--- src/rtl/mtm_alu_serial_rx.sv ---
// mtm_alu_serial_rx: deserialises the one-wire sin frame stream into {B, A, op}.
// Each received packet is flagged for length, op-code and (optionally) CRC4
// errors and offered on a valid/ready port.
// Optional feature: define MTM_ALU_RX_CRC_CHECK_EN to build the CRC4 checker;
// without it err_crc is tied to 0 and the received crc field is ignored.
module mtm_alu_serial_rx #(
  parameter int unsigned DATA_BYTES = 4
) (
  input  logic                    clk,
  input  logic                    rst_n,
  input  logic                    sin,
  output logic                    out_valid,
  input  logic                    out_ready,
  output logic [8*DATA_BYTES-1:0] out_b,
  output logic [8*DATA_BYTES-1:0] out_a,
  output logic [2:0]              out_op,
  output logic [2:0]              out_err,
  output logic                    frame_err,
  output logic                    overrun
);

  localparam int unsigned W        = 8 * DATA_BYTES;
  localparam int unsigned NumBytes = 2 * DATA_BYTES;
  // Byte count saturates one above a full packet so over-length is still visible.
  localparam int unsigned CntW     = $clog2(NumBytes + 2);
  localparam logic [CntW-1:0] CntFull = CntW'(NumBytes);
  localparam logic [CntW-1:0] CntSat  = CntW'(NumBytes + 1);

  typedef enum logic [2:0] {
    StResync,
    StIdle,
    StType,
    StData,
    StStop
  } state_e;

  state_e          state_q, state_d;
  logic            type_q, type_d;
  logic [2:0]      bit_cnt_q, bit_cnt_d;
  logic [7:0]      byte_q, byte_d;
  logic [2*W-1:0]  shreg_q, shreg_d;
  logic [CntW-1:0] cnt_q, cnt_d;
  // cmd_done_q marks the cycle after a good cmd stop bit; the packet is judged
  // and handed to the output register then, and packet state is cleared.
  logic            cmd_done_q, cmd_done_d;
  logic            ferr_pend_q, ferr_pend_d;

  logic            out_valid_q, out_valid_d;
  logic [W-1:0]    out_b_q, out_b_d;
  logic [W-1:0]    out_a_q, out_a_d;
  logic [2:0]      out_op_q, out_op_d;
  logic [2:0]      out_err_q, out_err_d;
  logic            frame_err_q, frame_err_d;
  logic            overrun_q, overrun_d;

  logic            err_crc;
  logic            err_op;
  logic            err_data;

  // Frame FSM and packet accumulation (shift register, byte count).
  always_comb begin
    state_d     = state_q;
    type_d      = type_q;
    bit_cnt_d   = bit_cnt_q;
    byte_d      = byte_q;
    shreg_d     = shreg_q;
    cnt_d       = cnt_q;
    cmd_done_d  = 1'b0;
    ferr_pend_d = 1'b0;

    case (state_q)
      StResync: begin
        if (sin) state_d = StIdle;
      end
      StIdle: begin
        if (!sin) state_d = StType;
      end
      StType: begin
        type_d    = sin;
        bit_cnt_d = 3'd7;
        state_d   = StData;
      end
      StData: begin
        byte_d    = {byte_q[6:0], sin};
        bit_cnt_d = bit_cnt_q - 3'd1;
        if (bit_cnt_q == 3'd0) state_d = StStop;
      end
      StStop: begin
        if (sin) begin
          state_d = StIdle;
          if (type_q) begin
            cmd_done_d = 1'b1;
          end else begin
            shreg_d = {shreg_q[2*W-9:0], byte_q};
            if (cnt_q != CntSat) cnt_d = cnt_q + CntW'(1);
          end
        end else begin
          // Bad stop bit: drop the partial packet and hunt for idle again.
          state_d     = StResync;
          ferr_pend_d = 1'b1;
          cnt_d       = '0;
          shreg_d     = '0;
        end
      end
      default: state_d = StResync;
    endcase

    // byte_q and shreg_q are still untouched here (next frame is at most in
    // its start bit), so they are read by the output stage before clearing.
    if (cmd_done_q) begin
      shreg_d = '0;
      cnt_d   = '0;
    end
  end

`ifdef MTM_ALU_RX_CRC_CHECK_EN
  logic [3:0] crc_q, crc_d;
  logic [3:0] crc_calc;
  logic [7:0] crc_tail;

  function automatic logic [3:0] crc_step(input logic [3:0] rem, input logic d);
    return {rem[2], rem[1], rem[3] ^ rem[0], rem[3] ^ d};
  endfunction

  // Running CRC over data bits; the cmd tail {1, op, 0000} is folded in at judgement.
  always_comb begin
    crc_d = crc_q;
    if (state_q == StData && !type_q) crc_d = crc_step(crc_q, sin);
    if (state_q == StStop && !sin) crc_d = '0;
    if (cmd_done_q) crc_d = '0;

    crc_tail = {1'b1, byte_q[6:4], 4'b0000};
    crc_calc = crc_q;
    for (int i = 7; i >= 0; i--) begin
      crc_calc = crc_step(crc_calc, crc_tail[i]);
    end
    err_crc = (crc_calc != byte_q[3:0]);
  end

  // CRC remainder register.
  always_ff @(posedge clk) begin
    if (!rst_n) crc_q <= '0;
    else        crc_q <= crc_d;
  end
`else
  assign err_crc = 1'b0;
`endif

  // Legal ops are 000, 001, 100, 101: exactly those with op[1] clear.
  assign err_op   = byte_q[5];
  assign err_data = (cnt_q != CntFull);

  // Output register: load on a judged packet when empty or draining, else overrun.
  always_comb begin
    out_valid_d = out_valid_q;
    out_b_d     = out_b_q;
    out_a_d     = out_a_q;
    out_op_d    = out_op_q;
    out_err_d   = out_err_q;
    overrun_d   = 1'b0;
    frame_err_d = ferr_pend_q;

    if (out_valid_q && out_ready) out_valid_d = 1'b0;

    if (cmd_done_q) begin
      if (!out_valid_q || out_ready) begin
        out_valid_d = 1'b1;
        out_b_d     = shreg_q[2*W-1:W];
        out_a_d     = shreg_q[W-1:0];
        out_op_d    = byte_q[6:4];
        out_err_d   = {err_op, err_crc, err_data};
      end else begin
        overrun_d = 1'b1;
      end
    end
  end

  // State and output registers with synchronous active-low reset.
  always_ff @(posedge clk) begin
    if (!rst_n) begin
      state_q     <= StResync;
      type_q      <= 1'b0;
      bit_cnt_q   <= '0;
      byte_q      <= '0;
      shreg_q     <= '0;
      cnt_q       <= '0;
      cmd_done_q  <= 1'b0;
      ferr_pend_q <= 1'b0;
      out_valid_q <= 1'b0;
      out_b_q     <= '0;
      out_a_q     <= '0;
      out_op_q    <= '0;
      out_err_q   <= '0;
      frame_err_q <= 1'b0;
      overrun_q   <= 1'b0;
    end else begin
      state_q     <= state_d;
      type_q      <= type_d;
      bit_cnt_q   <= bit_cnt_d;
      byte_q      <= byte_d;
      shreg_q     <= shreg_d;
      cnt_q       <= cnt_d;
      cmd_done_q  <= cmd_done_d;
      ferr_pend_q <= ferr_pend_d;
      out_valid_q <= out_valid_d;
      out_b_q     <= out_b_d;
      out_a_q     <= out_a_d;
      out_op_q    <= out_op_d;
      out_err_q   <= out_err_d;
      frame_err_q <= frame_err_d;
      overrun_q   <= overrun_d;
    end
  end

  assign out_valid = out_valid_q;
  assign out_b     = out_b_q;
  assign out_a     = out_a_q;
  assign out_op    = out_op_q;
  assign out_err   = out_err_q;
  assign frame_err = frame_err_q;
  assign overrun   = overrun_q;

endmodule

--- config.mk ---
export PLATFORM = sky130hd
export DESIGN_NAME = mtm_alu_serial_rx
export DESIGN_NICKNAME = d
export VERILOG_FILES = /design/src/rtl/mtm_alu_serial_rx.sv
export SDC_FILE = /design/constraint.sdc
export NUM_CORES = 1
export LEC_CHECK = 0
export ABC_CLOCK_PERIOD_IN_PS = 5000
export BUFFER_PORTS_ARGS = -buffer_cell sky130_fd_sc_hd__buf_2
export CAP_MARGIN = 20
export CORE_MARGIN = 2
export CORE_UTILIZATION = 50
export CTS_BUF_LIST = sky130_fd_sc_hd__clkbuf_2 sky130_fd_sc_hd__clkbuf_4 sky130_fd_sc_hd__clkbuf_8
export DETAILED_ROUTE_END_ITERATION = 8
export GPL_TIMING_DRIVEN = 0
export PLACE_DENSITY = 0.7
export SYNTH_ARGS = -nofsm -noshare
export SYNTH_HDL_FRONTEND = slang
export SYNTH_SLANG_ARGS = --single-unit
--- constraint.sdc ---
create_clock -name clk -period 5 [get_ports clk]
set_clock_uncertainty 0.2 [all_clocks]
set_input_delay 0.5 -clock clk [delete_from_list [all_inputs] [get_ports clk]]
set_output_delay 0.5 -clock clk [all_outputs]
set_load 0.03 [all_outputs]
==> flow_summary.toml <==
[run_status]
status = "finished clean"

[power_and_ir_drop]
p_sw_share_pct = 22.4
clkPwrFrac_pct = 43.1
pwr_density_cell_nw_per_um2 = 328
p_int_w = 0.00180
pwr-share-seq_pct = 53.8
ir_drop_mv = 0.208
netSwitchingPower_w = 0.000519
cellLeakagePower_nw = 2.44
comb_power_share_pct = 3.0

[sta]
slew_viol_final = 0
max_freq_mhz = 389
fin_crit_ns = 2.57
hold_slack_ns = 0.104
slew_headroom_pct = 44.5
period_share_pct = 51.4
finalHoldViolCount = 0
tns_ns = 0
rsz0062_at_grt = "false"
setup-violations-final = 0
worst_pin_slew_ns = 0.833

[clocking]
cts_buffers = 17
clock_path_buffers = 2
cts.sinks = 156
cts.clk_slew.worst_paths_ns = 0.08
htree_num_levels = 4
cts_setup_buffers = 0
cts-root-buf = "clkbuf_8"
insertion_delay_ns = 0.47
cts_tree = "yes"
hold_buffers = 0
post_cts_resized = 0

[yosys]
yosysSeqAreaShare_pct = 51.4
yosys-top-cells-area = "dfxtp_1 51%, a21oi_1 12%, o21ai_0 11%, nand4_1 6.6%, nand3_1 6.3%"
syn_inst = 729
synth_cell_types = 35
ys_ff_latch = 156
async_reset_ff_share_pct = 0
synth_top_cell_by_area = "dfxtp_1"
syn-num-nets = 738
syn-cell-area_um2 = 6080
yosys_warnings = 0
synth_top_cell_area_share_pct = 51.4
synth_edf_count = 0
yosys_most_used_dff = "dfxtp_1"
yosysMostFrequentCell = "dfxtp_1"
yosys-top-cells-count = "156 x dfxtp_1, 141 x a21oi_1, 129 x o21ai_0"
syn_avg_cell_area_um2 = 8.34

[drt]
drt_iter0_drc = 408
wl_per_cell_um = 16.5
ant_nets = 0
routed_wl_um = 16200
drc = 0
via_per_inst = 5.89
first_pass_iters = 6
vias = 5788

[cells_and_area]
drive_gt1_share_pct = 14.4
area_growth_pct = 16.2
nFillCells = 1118
diodes = 0
fin_area_um2 = 7060
fin_nets = 832

[global_routing]
grt_pass1_vias = 5534
overflow = 0
grt_first_pass_wirelength_um = 26200
grt_max_degree = 17
grt_usage_pct = 25.3
antenna_found_initial = 0

[min_path]
hold_class = "input port to flop"

[place]
io_buffers = 75
dpl.hpwl_um = 11400
placed_area_um2 = 6640
globalplace.congestion = 0.861

[critical_path]
slowest_delay_ns = 0.45
cp.arrival_ns = 2.71
cp-end-kind = "flop"
critPathRequiredTime_ns = 5.14
cpMostUsedCell = "clkbuf_1"
critPathMaxFanout = 10
cp_cell_sequence = "clkbuf_1, inv_1, nand2_1, clkbuf_1, clkbuf_1, a21oi_1"
critPathSlowestCell = "clkbuf_1"
cp-start-kind = "flop"
crit_type = "flop to flop"

[floorplanning]
coreArea_um2 = 12000
start_util_pct = 50.8
die_x_um = 114
rows = 40
ios = 77
die_area_um2 = 13100
die_y_um = 114

[run]
drv_cap = 0
-- final timing paths --
path	start	to	slack (ns)	cells past startpoint
hold reg to reg	shreg_q[63]	out_b[31]	0.27	2
setup reg to reg	cmd_done_q	shreg_q[0]	2.43	6
hold / removal	rst_n	state_q[2]	0.10	3
setup / recovery	cmd_done_q	shreg_q[0]	2.43	6
-- metal layers --
layer	vias up	track usage (%)	wire length, µm
met5	-	0	0
met4	0	11.4	431
met3	38	5.45	709
met2	174	41.5	7780
met1	2726	32.1	7320
li1	2850	-	-
-- kinds of logic after synthesis --
logic type	Yosys count	synth area share [%]
AOI/OAI and AO/OA	282	23.7
muxes	4	0.658
adders and majority gates	5	1.03
DFF	156	51.4
buffers and inverters	96	6.34
other	1	0.0617
and+or+nand+nor	185	16.9
-- flip-flops by register name (all words and copies together) (netlist names) --
register	flops
overrun	1
out_a	32
shreg_q	64
cmd_done_q	1
frame_err	1
type_q	1
out_err	1
cnt_q	4
bit_cnt_q	3
byte_q	8
out_valid	1
ferr_pend_q	1
out_op	3
out_b	32
state_q	3
-- power by group through the flow --
| stage | clock network [W] | registers, W | logic (W) |
|---|---|---|---|
| after floorplan | 0 | 0.00127 | 0.0000489 |
| after global placement | 0 | 0.00128 | 0.0000658 |
| after detailed placement | 0 | 0.00128 | 0.0000681 |
| after CTS | 0.00101 | 0.00125 | 0.0000688 |
| after global routing | 0.00105 | 0.00125 | 0.0000775 |
| final | 0.000998 | 0.00125 | 0.0000701 |
-- cells in the final DEF (no fill, tap or decap), drive strengths merged, types with 6 or more instances in the layout --
cell type  netlist  routed
o21ai          132     132
dfxtp          156     156
nand4           64      64
buf             13      88
nand2           15      15
nand3           76      76
nor3             6       6
nor2             7       7
a21oi          141     141
inv              7       7
clkbuf          76      97
-- metrics by stage --
step                total power (W)  setup WS (ns)  utilization [%]  instances
finish                      0.00231           2.43             59.1        983
global route                0.00237           2.36             59.1        983
CTS                         0.00232           2.51             59.1        983
detailed placement          0.00134           2.47             55.5        951
global placement            0.00134           2.51             55.5        951
floorplan                   0.00132           3.16                -        729
-- critical path, delay by kind of cell (launching register included) --
family | cells | cell delay, ns
buf+inv | 4 | 1.62
flops | 1 | 0.31
simple gates | 1 | 0.21
compound gates | 1 | 0.09
-- layout make-up --
class | count | area, µm² | share of cell area [%]
repair buffers | 75 | 375 | 5.31
multi-input cells | 477 | 2570 | 36.4
plain buffers | 89 | 359 | 5.08
inverters | 7 | 26.3 | 0.372
flip-flops and latches | 156 | 3120 | 44.2
well taps | 147 | 184 | 2.60
clock inverters | 11 | 141 | 2.00
clock buffers | 21 | 283 | 4.00
Power figures use the tool's default switching activity.
